===== config.mk =====
export PLATFORM = sky130hd
export DESIGN_NAME = snake_game_ctrl
export DESIGN_NICKNAME = d
export VERILOG_FILES = /design/src/rtl/snake_pkg.sv /design/src/rtl/snake_game_ctrl_move_timer.sv /design/src/rtl/snake_game_ctrl.sv
export SDC_FILE = /design/constraint.sdc
export NUM_CORES = 1
export LEC_CHECK = 0
export ABC_CLOCK_PERIOD_IN_PS = 2600
export BUFFER_PORTS_ARGS = -buffer_cell sky130_fd_sc_hd__buf_2
export CORE_ASPECT_RATIO = 1.25
export CORE_MARGIN = 4
export CORE_UTILIZATION = 50
export CTS_CLUSTER_DIAMETER = 120
export DETAILED_ROUTE_END_ITERATION = 6
export PLACE_DENSITY = 0.73
export SLEW_MARGIN = 40
export SYNTH_ARGS = -nofsm -noshare
export SYNTH_HDL_FRONTEND = slang
export SYNTH_SLANG_ARGS = --single-unit

===== constraint.sdc =====
create_clock -name clk -period 2.6 [get_ports clk]
set_input_delay 0.13 -clock clk [delete_from_list [all_inputs] [get_ports clk]]
set_output_delay 0.13 -clock clk [all_outputs]
set_load 0.05 [all_outputs]

===== src/rtl/snake_pkg.sv =====
// Shared types and helpers for the snake game-control slice: game state
// encoding, one-hot heading constants and the reversal lookup.
package snake_pkg;

    typedef enum logic [2:0] {
        IDLE  = 3'd0,
        RUN   = 3'd1,
        PAUSE = 3'd2,
        WIN   = 3'd3,
        LOSE  = 3'd4
    } game_state_t;

    localparam logic [3:0] DIR_UP    = 4'b1000;
    localparam logic [3:0] DIR_DOWN  = 4'b0100;
    localparam logic [3:0] DIR_LEFT  = 4'b0010;
    localparam logic [3:0] DIR_RIGHT = 4'b0001;

    // Heading that would reverse the snake onto its own neck. A non one-hot
    // input has no opposite, so nothing is ever rejected against it.
    function automatic logic [3:0] opposite_dir(input logic [3:0] dir);
        case (dir)
            DIR_UP:    opposite_dir = DIR_DOWN;
            DIR_DOWN:  opposite_dir = DIR_UP;
            DIR_LEFT:  opposite_dir = DIR_RIGHT;
            DIR_RIGHT: opposite_dir = DIR_LEFT;
            default:   opposite_dir = 4'b0000;
        endcase
    endfunction

endpackage


===== src/rtl/snake_game_ctrl_move_timer.sv =====
// Move-period timer: counts clock cycles while the game runs, flags the wrap
// cycle and emits a registered one-cycle move strobe after it.
// Optional build macro SNAKE_SPEEDUP_EN: the period shrinks on each growth.
module move_timer #(
    parameter int MOVE_DIV = 2500000,
    parameter int DIV_W    = 22
) (
    input  logic clk,
    input  logic nRst,
    input  logic run_en,
    input  logic start_clr,
    input  logic grow_evt,
    output logic wrap,
    output logic move_en
);

    logic [DIV_W-1:0] count;
    logic [DIV_W-1:0] last;

`ifdef SNAKE_SPEEDUP_EN
    // One extra bit so that MOVE_DIV == 2**DIV_W is still representable.
    localparam int P_W = DIV_W + 1;
    localparam logic [P_W-1:0] PERIOD_INIT = P_W'(MOVE_DIV);
    localparam logic [P_W-1:0] PERIOD_STEP = P_W'(MOVE_DIV / 16);
    localparam logic [P_W-1:0] PERIOD_MIN  = P_W'(MOVE_DIV / 4);

    logic [P_W-1:0] period_target;
    logic [P_W-1:0] period_active;

    // Shrink the target on each growth; the active period adopts it only at a wrap.
    always_ff @(posedge clk or negedge nRst) begin
        if (!nRst) begin
            period_target <= PERIOD_INIT;
            period_active <= PERIOD_INIT;
        end else if (start_clr) begin
            period_target <= PERIOD_INIT;
            period_active <= PERIOD_INIT;
        end else begin
            if (grow_evt) begin
                period_target <= (period_target >= PERIOD_MIN + PERIOD_STEP)
                               ? period_target - PERIOD_STEP : PERIOD_MIN;
            end
            if (wrap) begin
                period_active <= period_target;
            end
        end
    end

    assign last = DIV_W'(period_active - 1'b1);
`else
    logic unused_grow_evt;
    assign unused_grow_evt = grow_evt;
    assign last = DIV_W'(MOVE_DIV - 1);
`endif

    assign wrap = run_en && (count == last);

    // Free-running period counter; frozen outside RUN, cleared on a fresh start.
    always_ff @(posedge clk or negedge nRst) begin
        // NOTE: flops update with <= so every register samples pre-edge values;
        // blocking = here would let later statements see already-updated state.
        if (!nRst) begin
            count   <= '0;
            move_en <= 1'b0;
        end else begin
            move_en <= wrap;
            if (start_clr) begin
                count <= '0;
            end else if (run_en) begin
                count <= wrap ? '0 : count + 1'b1;
            end
        end
    end

endmodule


===== src/rtl/snake_game_ctrl.sv =====
// Snake game-control stage: top-level game FSM, committed heading with
// reversal rejection, move strobe and length tracking.
// Optional build macro SNAKE_SPEEDUP_EN (handled inside move_timer).
module snake_game_ctrl
    import snake_pkg::*;
#(
    parameter int MOVE_DIV = 2500000,
    parameter int DIV_W    = 22,
    parameter int INIT_LEN = 3,
    parameter int MAX_LEN  = 64,
    parameter int LEN_W    = 7
) (
    input  logic             clk,
    input  logic             nRst,
    input  logic             goodColl,
    input  logic             badColl,
    input  logic             button,
    input  logic [3:0]       direction,
    output logic [2:0]       state,
    output logic [3:0]       heading,
    output logic             move_en,
    output logic [LEN_W-1:0] length,
    output logic             grow
);

    game_state_t state_q;
    game_state_t state_d;
    logic [3:0]  pend_q;
    logic        grew_q;
    logic        start_clr;
    logic        run_en;
    logic        grow_now;
    logic        dir_ok;
    logic        wrap;

    assign state = state_q;

    // Game state register.
    always_ff @(posedge clk or negedge nRst) begin
        if (!nRst) begin
            state_q <= IDLE;
        end else begin
            state_q <= state_d;
        end
    end

    // Next-state logic; in RUN a collision outranks the button.
    always_comb begin
        // NOTE: default first so every path assigns state_d and no latch is inferred.
        state_d = state_q;
        case (state_q)
            IDLE:  if (button) state_d = RUN;
            RUN: begin
                if (badColl) begin
                    state_d = LOSE;
                end else if (grow_now && (length == LEN_W'(MAX_LEN - 1))) begin
                    state_d = WIN;
                end else if (!goodColl && button) begin
                    state_d = PAUSE;
                end
            end
            PAUSE: if (button) state_d = RUN;
            WIN, LOSE: if (button) state_d = IDLE;
            default: state_d = IDLE;
        endcase
    end

    // Control decodes feeding the timer and the datapath registers.
    always_comb begin
        start_clr = (state_q == IDLE) && button;
        run_en    = (state_q == RUN) && (state_d == RUN);
        grow_now  = (state_q == RUN) && goodColl && !badColl && !grew_q
                    && (length < LEN_W'(MAX_LEN));
        dir_ok    = (state_q == RUN) && $onehot(direction)
                    && (direction != opposite_dir(heading));
    end

    move_timer #(
        .MOVE_DIV (MOVE_DIV),
        .DIV_W    (DIV_W)
    ) u_move_timer (
        .clk       (clk),
        .nRst      (nRst),
        .run_en    (run_en),
        .start_clr (start_clr),
        .grow_evt  (grow_now),
        .wrap      (wrap),
        .move_en   (move_en)
    );

    // Heading, pending request, length and growth bookkeeping.
    always_ff @(posedge clk or negedge nRst) begin
        if (!nRst) begin
            heading <= DIR_RIGHT;
            pend_q  <= DIR_RIGHT;
            length  <= LEN_W'(INIT_LEN);
            grow    <= 1'b0;
            grew_q  <= 1'b0;
        end else begin
            grow <= grow_now;
            if (start_clr) begin
                heading <= DIR_RIGHT;
                pend_q  <= DIR_RIGHT;
                length  <= LEN_W'(INIT_LEN);
                grew_q  <= 1'b0;
            end else begin
                // Filter compares against the committed heading, so two quick
                // turns inside one period cannot fold the snake back on itself.
                if (dir_ok) pend_q <= direction;
                if (wrap) heading <= pend_q;
                if (grow_now) length <= length + 1'b1;
                if (wrap) begin
                    grew_q <= 1'b0;
                end else if (grow_now) begin
                    grew_q <= 1'b1;
                end
            end
        end
    end

endmodule


Word level (Yosys, flattened, before mapping)

Index checks and enable logic that the tools add are counted.

Bits in registers: 43
Logic and storage cells: 68

Add/subtract/negate cells: 5
$lt $le $gt $ge: 1
Eq/ne operators: 13
Muxes and demuxes: 19
Reductions and logical operators: 22

Operators with widths:

| kind                  | count |
|---|---|
| $mux 22               | 3 |
| $add 22x1->22 const B | 1 |
| $eq 22x22->1 const B  | 1 |
| $mux 4                | 4 |
| $pmux 4 s4            | 1 |
| $mux 3                | 5 |
| $mux 7                | 2 |
| $logic_and 1x1->1     | 11 |
| $eq 3x1->1 const B    | 3 |
| $pmux 3 s3            | 1 |
| $reduce_bool 2->1     | 4 |
| $add 7x1->7 const B   | 1 |
| $eq 7x6->1 const B    | 1 |
| $lt 7x7->1 const B    | 1 |
| $eq 3x2->1 const B    | 2 |
| $add 1x1->2           | 2 |
| $eq 4x1->1 const B    | 1 |
| $eq 4x2->1 const B    | 1 |
| $eq 4x3->1 const B    | 1 |
| $eq 4x4->1 const B    | 1 |
| $ne 4x4->1            | 1 |
| $reduce_or 2->1       | 2 |
| $add 2x2->3           | 1 |
| $eq 3x3->1 const B    | 1 |
| other kinds (4)       | 8 |

Logic depth before layout (Yosys ltp)

Gate-level depths: netlist (run 1).

Depth after elaboration: 15
Depth in mapped cells: 9
Depth with buffers taken out: 9

Modules after synthesis

A second synthesis (run 1) with hierarchy kept.

Cell total of the unflattened synthesis: 256
Area, all modules: 2548.7 µm²

Modules (own cells, without submodules):

| module          | instances | cells an instance | area each (µm²) | sequential area each (µm²) |
|---|---|---|---|---|
| move_timer      | 1         | 152               | 1452.6          | 575.6 |
| snake_game_ctrl | 1         | 104               | 1096.1          | 505.5 |

Least setup slack after synthesis (run 1)

No wires, ideal clock.

Path kind: register to register
Start point: register state_q[1] (netlist: state[1])
End point: register u_move_timer.count[12]
Setup time: 119 ps
Arrival time: 2159 ps
Data required time: 2481 ps
Slack: 322 ps
Cell stages (with the launch flop): 8
Path buffers: 2
Period minus slack after synthesis: 2278 ps
Cells stage by stage: dfrtp_1 > buf_6 > nor4b_4 > o211ai_4 > nor4_4 > or2b_1 > buf_6 > nor2_1

Word-level cells in the longest chain between the ends: 15
Elaborated cells on any way between the ends: 26
Classes of those cells: eq/ne (5); mux (9); reduce/logical (12)

Ends and longest elaborated chain:

| element                         | line                                                                | source |
|---|---|---|
| start, declared                 | snake_game_ctrl.sv:26                                               | `game_state_t state_q;` |
| start signal, assigned          | snake_game_ctrl.sv:43                                               | `state_q <= state_d;` |
| $eq 3x1->1                      | snake_game_ctrl.sv:51, snake_game_ctrl.sv:71, snake_game_ctrl.sv:72 |  |
| $logic_and 1x1->1 (3 in series) | snake_game_ctrl.sv:72                                               | `grow_now = (state_q == RUN) && goodColl && !badColl && !grew_q` |
| $logic_and 1x1->1               | snake_game_ctrl.sv:73                                               | `&& (length < LEN_W'(MAX_LEN));` |
| $logic_and 1x1->1               | snake_game_ctrl.sv:56                                               | `end else if (grow_now && (length == LEN_W'(MAX_LEN - 1))) begin` |
| $mux 3                          | snake_game_ctrl.sv:56                                               |  |
| $mux 3                          | snake_game_ctrl.sv:54                                               | `if (badColl) begin` |
| $pmux 3 s3                      | snake_game_ctrl.sv:51                                               | `case (state_q)` |
| $eq 3x1->1                      | snake_game_ctrl.sv:71                                               | `run_en = (state_q == RUN) && (state_d == RUN);` |
| $logic_and 1x1->1 *             | snake_game_ctrl.sv:71                                               |  |
| $logic_and 1x1->1 *             | snake_game_ctrl_move_timer.sv:56                                    | `assign wrap = run_en && (count == last);` |
| net u_move_timer.wrap           | snake_game_ctrl_move_timer.sv:13                                    | `output logic wrap,` |
| $mux 22 *                       | snake_game_ctrl_move_timer.sv:70                                    | `count <= wrap ? '0 : count + 1'b1;` |
| $mux 22 *                       | snake_game_ctrl_move_timer.sv:69                                    | `end else if (run_en) begin` |
| $mux 22 *                       | snake_game_ctrl_move_timer.sv:67                                    | `if (start_clr) begin` |
| end signal, assigned            | snake_game_ctrl_move_timer.sv:70                                    |  |
| end, declared                   | snake_game_ctrl_move_timer.sv:17                                    | `logic [DIV_W-1:0] count;` |

Mark *: on every way through the listed nets, which the timed path passes. The rest lies on a longest branch. The select of a mux whose other input is x is not followed.
A chain may end at the register's enable or synchronous reset.

Final worst setup path (run 1)

Start point: register length[0]
End point: register u_move_timer.count[2]

Word-level cells in the longest chain between the ends: 12
Elaborated cells on any way between the ends: 14
Classes of those cells: order compare (1); eq/ne (2); mux (6); reduce/logical (5)

Ends and longest elaborated chain:

| element                | line                             | source |
|---|---|---|
| start, declared        | snake_game_ctrl.sv:22            | `output logic [LEN_W-1:0] length,` |
| start signal, assigned | snake_game_ctrl.sv:96            | `length <= LEN_W'(INIT_LEN);` |
| start signal, assigned | snake_game_ctrl.sv:104           | `length <= LEN_W'(INIT_LEN);` |
| start signal, assigned | snake_game_ctrl.sv:111           | `if (grow_now) length <= length + 1'b1;` |
| $lt 7x7->1             | snake_game_ctrl.sv:73            |  |
| $logic_and 1x1->1      | snake_game_ctrl.sv:73            |  |
| $logic_and 1x1->1 *    | snake_game_ctrl.sv:56            |  |
| $mux 3 *               | snake_game_ctrl.sv:56            |  |
| $mux 3 *               | snake_game_ctrl.sv:54            |  |
| $pmux 3 s3 *           | snake_game_ctrl.sv:51            |  |
| $eq 3x1->1 *           | snake_game_ctrl.sv:71            |  |
| $logic_and 1x1->1 *    | snake_game_ctrl.sv:71            |  |
| $logic_and 1x1->1 *    | snake_game_ctrl_move_timer.sv:56 |  |
| net u_move_timer.wrap  | snake_game_ctrl_move_timer.sv:13 |  |
| $mux 22 *              | snake_game_ctrl_move_timer.sv:70 |  |
| $mux 22 *              | snake_game_ctrl_move_timer.sv:69 |  |
| $mux 22 *              | snake_game_ctrl_move_timer.sv:67 |  |

Marked as above.

==> results of run 1 <==
synth_stat cells (3+ instances only):
cell type  count
nand2_1       12
o211ai_1       5
ha_1           4
nor4b_1        3
nor2_1        39
inv_1         10
o21ai_0        6
nor4bb_1       3
xor2_1        19
and3_1         6
nand4_1       11
dfstp_2        4
o2111ai_1      6
a21oi_1        5
nand3_1        8
buf_6          3
xnor2_1        5
mux2i_1        9
nand2b_1       3
dfrtp_1       39
worst max path at each step:
stage                       startpoint                      to  slack, ns  depth (start not counted)
final                        length[0]   u_move_timer.count[2]       0.36                          6
after global routing          state[0]  u_move_timer.count[20]       0.13                          5
after CTS                    length[0]  u_move_timer.count[12]       0.32                          6
after detailed placement     length[0]   u_move_timer.count[2]       0.35                          6
after global placement    direction[0]               pend_q[0]       0.43                         11
after floorplan               state[1]  u_move_timer.count[12]       0.32                          7
power by group through the flow:
| stage | registers, mW | logic [mW] | clock network [mW] |
|---|---|---|---|
| floorplan | 0.996 | 0.339 | 0 |
| global placement | 0.874 | 0.594 | 0 |
| detailed placement | 0.878 | 0.609 | 0 |
| CTS | 0.866 | 0.612 | 0.487 |
| global route | 0.885 | 0.668 | 0.517 |
| finish | 0.866 | 0.604 | 0.474 |
cell usage in the layout (no fill, tap or decap), types with 3 or more instances in the layout:
| master | netlist | routed |
|---|---|---|
| buf_4 | 0 | 7 |
| xnor2_1 | 5 | 5 |
| nand2_1 | 12 | 12 |
| o21ai_0 | 6 | 6 |
| o211ai_1 | 5 | 5 |
| xor2_1 | 19 | 19 |
| clkbuf_8 | 0 | 7 |
| nand4_1 | 11 | 11 |
| nor4bb_1 | 3 | 3 |
| a21oi_1 | 5 | 5 |
| ha_1 | 4 | 4 |
| nand3_1 | 8 | 8 |
| o2111ai_1 | 6 | 6 |
| buf_2 | 1 | 23 |
| nand2b_1 | 3 | 3 |
| nor4b_1 | 3 | 3 |
| and3_1 | 6 | 6 |
| dfrtp_1 | 39 | 39 |
| inv_1 | 10 | 10 |
| nor2_1 | 39 | 39 |
| dfstp_2 | 4 | 4 |
| mux2i_1 | 9 | 9 |
final cells by class:
type	instances	area, um^2	area share
clock buffer	7	96.3	0.0362
clock inverter	1	7.51	0.00282
inverter	10	37.5	0.0141
multi-input combinational	172	1190	0.447
sequential	43	1080	0.406
tap	58	72.6	0.0272
timing repair buffer	31	178	0.0667
worst register-to-register path, delay by kind of cell, from the launching register on:
family,cells,cell delay [ns]
simple gates,3,0.79
flops,1,0.58
compound gates,2,0.59
fa+ha+maj,1,0.21
cell families (layout without fill, tap and decap cells):
logic type                 after synthesis  count (layout)  share of synthesized area
DFF                                     43              43                      0.458
AOI/OAI and AO/OA                       34              34                      0.109
buffers and inverters                   17              49                     0.0371
muxes                                    9               9                     0.0382
adders and majority gates                5               5                     0.0297
xor gates and xnor gates                24              24                     0.0890
and+or+nand+nor                        100             100                      0.239
per-layer routing:
metal | GRT usage | wire length [um]
met1 | 0.229 | 2110
met2 | 0.299 | 2360
met3 | 0.0344 | 158
met4 | 0.0675 | 97
met5 | 0 | 0
stage by stage:
step	util	worst slack (ns)
3_3_place_gp	0.567	0.428
6_report	0.593	0.361
2_1_floorplan	-	0.322
3_5_place_dp	0.568	0.351
4_1_cts	0.593	0.320
5_1_grt	0.593	0.128
repair_timing:
item                                   4_1_cts  5_1_grt
hold buffers                                 1        0
endpoints found under the hold margin       39        0
gates resized for setup                      0        0
state kept, by name (all words and copies together) (netlist names):
signal and count:
u_move_timer.count 22, state 3, grow 1, heading 4
pend_q 4, grew_q 1, u_move_timer.move_en 1, length 7
==> reports/qor.csv, run 1 <==
metric,value,unit
syn_avg_cell_area,10.2,um^2
async_flop_share,1.00,
switchingPower,0.755,mW
p_total,1.94,mW
synth_cells,232,
reg2reg_from,length[0],
dieWidth,69.5,um
p_int,1.19,mW
cp.required,2.82,ns
cts_htree_levels,2,
clock_latency,0.30,ns
setup-violations-final,0,
ys_seq_elements,43,
worst_pin_slew,0.719,ns
clock-skew-final,0.0125,ns
critPathCaptureType,flip-flop,
final_nets,277,
cts_tree,yes,
drtAntennaViolNets,0,
grt_overflow,0,
die_y,84.8,um
clkPwrFrac,0.244,
worstPathMaxFanout,21,
hold_ws,0.128,ns
synth_top_area_frac,0.413,
synth_ff_type,dfrtp_1,
synth_fp_nets,246,
hold_depth,3,
power_leakage,1.22,nW
dp_cells,313,
worstHoldStart,button,
vdd_drop_max,610,uV
drv_slew,0,
postCtsSetupBuffers,0,
areaGrowthSynthToFinish,12.9,%
dpl.hpwl,3.32,mm
grtUsageTotal,0.178,
path_class,reg2reg,
ios,25,
synth_area,0.00236,mm^2
ys_warn_count,0,
sw_frac_of_total,0.389,
r2r_end,u_move_timer.count[2],
core,0.00449,mm^2
tns,0,ns
drive_above_1_share,0.178,
period_minus_slack,2.24,ns
wl_per_cell,14.7,um
placementRows,27,
critPathBufInv,0,
wl,4.73,mm
design_area,0.00267,mm^2
clockBufferDepth,2,
rsz0062_at_grt,no,
fin_cells,322,
p_per_area,729,mW/mm^2
drc,0,
status,finished clean,
grt_pass1_wl,8.60,mm
max_slew_margin,0.516,
worstHoldPathType,in2reg,
synth_cell_types,46,
n_antenna_cell,0,
gp_congestion,0.792,
grt_start_max_net_pins,44,
clkTransAtPathRegs,0.09,ns
synth.largest_area_cell,dfrtp_1,
yosys-top-cells-area,"dfrtp_1 41%, xor2_1 7.0%, nor2_1 6.2%",
drt_iter0_drc,106,
power_frac_seq,0.446,
die-area,0.00589,mm^2
place_area,0.00255,mm^2
crit_slowest_cell,dfstp_2,
hold_violations,0,
cpPeakStageDelay,0.58,ns
antenna_found_initial,0,
crit_family,simple AND/OR/NAND/NOR gates,
cts_sinks,43,
grt_pass1_vias,1809,
p_comb_frac,0.311,
clockRootBuffer,clkbuf_8,
drv_cap,0,
r2r_cells,6,
cp-start-kind,flip-flop,
r2r_slack,0.36,ns
vias_per_cell,5.68,
vias,1828,
fmax,0.447,GHz
fill_cells,411,
start_util,0.525,
synth-edff-count,0,
arrival,2.46,ns
numCtsBuffers,5,
port_buffers,24,
firstDrtPassIters,4,
seq_area_frac_synth,0.458,
period_share,0.861,
whs_endpoint,state[0],
path_cells,ha_1 > nand4bb_1 > o211ai_4 > nor4_4 > or2b_1 > a21oi_1,
(Power assumes the default switching activity.)
==> run 2: changes to the inputs <==
Settings changed: CORE_ASPECT_RATIO 1.25 to unset.
==> reports/qor.csv, run 2 (same netlist as run 1, synthesis figures left out) <==
metric,value,unit,change
grtUsageTotal,0.170,,-0.00845
areaGrowthSynthToFinish,11.6,%,
crit_family,simple AND/OR/NAND/NOR gates,,
vias_per_cell,5.66,,-0.28%
fin_cells,316,,-1.9%
reg2reg_from,length[0],,
ios,25,,unchanged
cts_tree,yes,,
grt_overflow,0,,unchanged
post-route-util,0.589,,-0.00422
port_buffers,24,,unchanged
clockBufferDepth,2,,unchanged
critPathBufInv,0,,unchanged
grt_start_max_net_pins,44,,unchanged
final_nets,277,,unchanged
path_cells,ha_1 > nand4bb_1 > o211ai_4 > nor4_4 > or2b_1 > a21oi_1,,
worstHoldPathType,in2reg,,
tns,0,ns,unchanged
critPathCaptureType,flip-flop,,
p_total,1.88,mW,-3.5%
largest_reg_flops,22,,unchanged
fmax,0.444,GHz,-0.65%
largestRegisters,"u_move_timer.count (22), length (7)",,
n_antenna_cell,0,,unchanged
cts_htree_levels,2,,unchanged
start_util,0.528,,+0.00220
max_slew_margin,0.528,,+0.0118
clock-skew-final,0.00833,ns,-0.00416 ns
dp_cells,307,,-1.9%
antenna_found_initial,0,,unchanged
drt_iter0_drc,153,,+44%
vias,1789,,-2.1%
die-area,0.00589,mm^2,-0.12%
wl_per_cell,14.9,um,+1.5%
dpl.hpwl,3.43,mm,+3.3%
mostFrequentLayoutCells,"39 x nor2_1, 39 x dfrtp_1, 23 x buf_2, 19 x xor2_1, 12 x nand2_1",,
cp.required,2.80,ns,-0.02 ns
die_y,76.7,um,-9.6%
hold_ws,0.137,ns,+0.00888 ns
period_share,0.867,,+0.00562
clock_latency,0.29,ns,about the same
crit_slowest_cell,dfstp_2,,
drv_cap,0,,unchanged
period_minus_slack,2.25,ns,+0.0146 ns
drc,0,,unchanged
status,finished clean,,
placementRows,24,,-11%
numCtsBuffers,5,,unchanged
path_class,reg2reg,,
dieWidth,76.7,um,+10%
gp_congestion,0.877,,+11%
hold_violations,0,,unchanged
clkTransAtPathRegs,0.08,ns,about the same
cp-start-kind,flip-flop,,
regMostFlops,u_move_timer.count,,
core,0.00447,mm^2,-0.42%
arrival,2.46,ns,about the same
cp-startpoint,length[0],,
cts_sinks,43,,unchanged
clockRootBuffer,clkbuf_8,,
drv_slew,0,,unchanged
grt_pass1_wl,8.18,mm,-4.9%
drive_above_1_share,0.170,,-0.00758
worst_pin_slew,0.708,ns,-0.0110 ns
p_per_area,712,mW/mm^2,-2.4%
cpPeakStageDelay,0.57,ns,about the same
vdd_drop_max,583,uV,-4.5%
worstHoldStart,direction[0],,
rsz0062_at_grt,no,,
wl,4.71,mm,-0.42%
firstDrtPassIters,4,,unchanged
worstPathMaxFanout,21,,unchanged
power_leakage,1.21,nW,-0.68%
drtAntennaViolNets,0,,unchanged
setup-violations-final,0,,unchanged
grt_pass1_vias,1671,,-7.6%
run 2: report_power, final:
group	internal, mW	switching, mW	total, mW
clock network	0.189	0.214	0.402
registers	0.765	0.100	0.865
logic	0.182	0.427	0.609
run 2: final timing paths:
kind                                                to  slack, ns  cells past startpoint
worst min-delay path                         pend_q[0]       0.14                      3
worst max register to register   u_move_timer.count[2]       0.35                      6
worst min register to register               pend_q[2]       0.54                      2
min in group asynchronous       u_move_timer.count[16]       0.36                      2
worst max-delay path             u_move_timer.count[2]       0.35                      6
max in group asynchronous                    length[0]       1.86                      2
run 2: worst register-to-register path: stages, from the launching register on:
cell and delay (ns):
dfstp_2 0.57, ha_1 0.20, nand4bb_1 0.20, o211ai_4 0.37
nor4_4 0.09, or2b_1 0.50, a21oi_1 0.23
run 2: final cells by class:
class,instances,area (um^2)
Sequential cell,43,1080
Inverter,10,37.5
Timing Repair Buffer,31,178
Clock inverter,1,5.00
Fill cell,389,1840
Clock buffer,7,76.3
Tap cell,52,65.1
Multi-Input combinational cell,172,1190
run 2: timing repair:
| item | in CTS | in global routing |
|---|---|---|
| resized for setup | 0 | 0 |
| setup buffers | 0 | 0 |
| hold buffers | 1 | 0 |
| endpoints found under the hold margin | 39 | 0 |
run 2: metrics by stage:
stage | cell area (um^2) | worst slack (ns)
after floorplan | 2360 | 0.322
after global placement | 2540 | 0.426
after detailed placement | 2540 | 0.371
after CTS | 2640 | 0.346
after global routing | 2640 | 0.190
final | 2640 | 0.346
run 2: layer usage:
layer | part of all wire | global-route usage | wire length, um | up-vias
met4 | 0.0081 | 0.0489 | 38 | 0
met2 | 0.44 | 0.250 | 2070 | 31
li1 | - | - | - | 891
met5 | 0 | 0 | 0 | -
met1 | 0.52 | 0.250 | 2440 | 863
met3 | 0.034 | 0.0375 | 159 | 4
==> run 3: changes to the inputs <==
Settings changed: BUFFER_PORTS_ARGS -buffer_cell sky130_fd_sc_hd__buf_2 to unset, DONT_BUFFER_PORTS set to 1, PLACE_DENSITY 0.73 to 0.68.
==> reports/qor.csv, run 3 (same netlist as run 1, synthesis figures left out) <==
metric,value,unit,change
regMostFlops,u_move_timer.count,,
clock-skew-final,0.00761,ns,-0.000721 ns
gp_congestion,0.818,,-6.7%
arrival,2.43,ns,-0.03 ns
drt_iter0_drc,123,,-20%
grt_overflow,0,,unchanged
clkTransAtPathRegs,0.08,ns,about the same
grt_start_max_net_pins,44,,unchanged
cp-start-kind,flip-flop,,
grt_pass1_wl,8.53,mm,+4.2%
final_nets,265,,-4.3%
cpPeakStageDelay,0.57,ns,about the same
fmax,0.437,GHz,-1.5%
vias_per_cell,5.77,,+2.0%
clock_latency,0.29,ns,about the same
wl_per_cell,15.8,um,+5.9%
fill_cells,377,,-3.1%
vias,1755,,-1.9%
dieWidth,76.7,um,unchanged
drive_above_1_share,0.135,,-0.0355
post-route-util,0.586,,-0.00336
tns,0,ns,unchanged
die_y,76.7,um,unchanged
largest_reg_flops,22,,unchanged
rsz0062_at_grt,no,,
whs_endpoint,pend_q[2],,
placementRows,24,,unchanged
firstDrtPassIters,4,,unchanged
cts-resized-gates,0,,unchanged
wl,4.79,mm,+1.9%
start_util,0.528,,unchanged
areaGrowthSynthToFinish,11.0,%,
worstHoldPathType,in2reg,,
critPathCaptureType,flip-flop,,
drtAntennaViolNets,0,,unchanged
path_cells,nor4b_4 > o211ai_4 > nor4_4 > or2b_1 > nor2_1,,
ios,25,,unchanged
drv_slew,0,,unchanged
cts_tree,yes,,
core,0.00447,mm^2,unchanged
p_per_area,720,mW/mm^2,+1.1%
clockBufferDepth,2,,unchanged
n_antenna_cell,0,,unchanged
grtUsageTotal,0.179,,+0.00952
cts_htree_levels,2,,unchanged
dpl.hpwl,3.48,mm,+1.5%
period_share,0.880,,+0.0128
max_slew_margin,0.509,,-0.0184
mostFrequentLayoutCells,"39 x nor2_1, 39 x dfrtp_1, 19 x xor2_1, 16 x buf_4, 12 x nand2_1",,
drv_cap,0,,unchanged
vdd_drop_max,394,uV,-32%
r2r_slack,0.31,ns,-0.03 ns
r2r_end,u_move_timer.count[21],,
worstPathMaxFanout,21,,unchanged
path_class,reg2reg,,
largestRegisters,"u_move_timer.count (22), length (7)",,
grt_pass1_vias,1764,,+5.6%
worstHoldStart,direction[2],,
cp.required,2.74,ns,-0.06 ns
crit_slowest_cell,or2b_1,,
drc,0,,unchanged
numCtsBuffers,5,,unchanged
hold_violations,0,,unchanged
setup-violations-final,0,,unchanged
r2r_cells,5,,-1
power_leakage,1.17,nW,-3.3%
reg2reg_from,state[1],,
cts_sinks,43,,unchanged
worst_pin_slew,0.729,ns,+0.0208 ns
die-area,0.00589,mm^2,unchanged
port_buffers,0,,-100%
status,finished clean,,
period_minus_slack,2.29,ns,+0.0333 ns
hold_depth,2,,-1
antenna_found_initial,0,,unchanged
clockRootBuffer,clkbuf_8,,
run 3: how the worst max path moves through the flow:
stage             start                      to
5_1_grt        state[1]  u_move_timer.count[21]
4_1_cts        state[1]  u_move_timer.count[21]
3_5_place_dp   state[1]  u_move_timer.count[21]
6_report       state[1]  u_move_timer.count[21]
2_1_floorplan  state[1]  u_move_timer.count[12]
3_3_place_gp   state[1]  u_move_timer.count[16]
run 3: layout make-up:
class	instances	area, um^2	share of cell area
Tap cell	52	65.1	0.0248
Sequential cell	43	1080	0.413
Clock inverter	3	15.0	0.00573
Clock buffer	5	68.8	0.0263
Timing Repair Buffer	19	160	0.0611
Multi-Input combinational cell	172	1190	0.455
Inverter	10	37.5	0.0143
run 3: layer usage:
layer | GRT usage | share of wire
met2 | 0.267 | 0.46
met5 | 0 | 0
met1 | 0.249 | 0.48
met3 | 0.0445 | 0.040
met4 | 0.0743 | 0.019
run 3: metrics by stage:
step	hold WS (ns)	setup WS [ns]	cells	instance area, um^2	power (mW)
after floorplan	-0.166	0.322	232	2360	1.34
after global placement	-0.164	0.380	293	2500	1.48
after detailed placement	-0.164	0.292	293	2500	1.49
after CTS	0.000464	0.264	304	2620	1.91
after global routing	0.00235	0.0946	304	2620	2.02
final	0.0136	0.313	304	2620	1.89
run 3: where the power goes:
group / switching [mW] / internal [mW]
Sequential: 0.100 / 0.764
Combinational: 0.424 / 0.199
Clock: 0.216 / 0.184
run 3: repair_timing:
action | CTS | global route
setup endpoints to repair | 0 | 0
buffers inserted | 0 | 0
hold buffers | 3 | 0
endpoints found under the hold margin | 44 | 0
run 3: worst max-delay path, delay by kind of cell, from the launching register on:
kind	cells	cell delay, ns
and+or+nand+nor	4	1.42
DFF	1	0.51
AOI/OAI and AO/OA	1	0.19
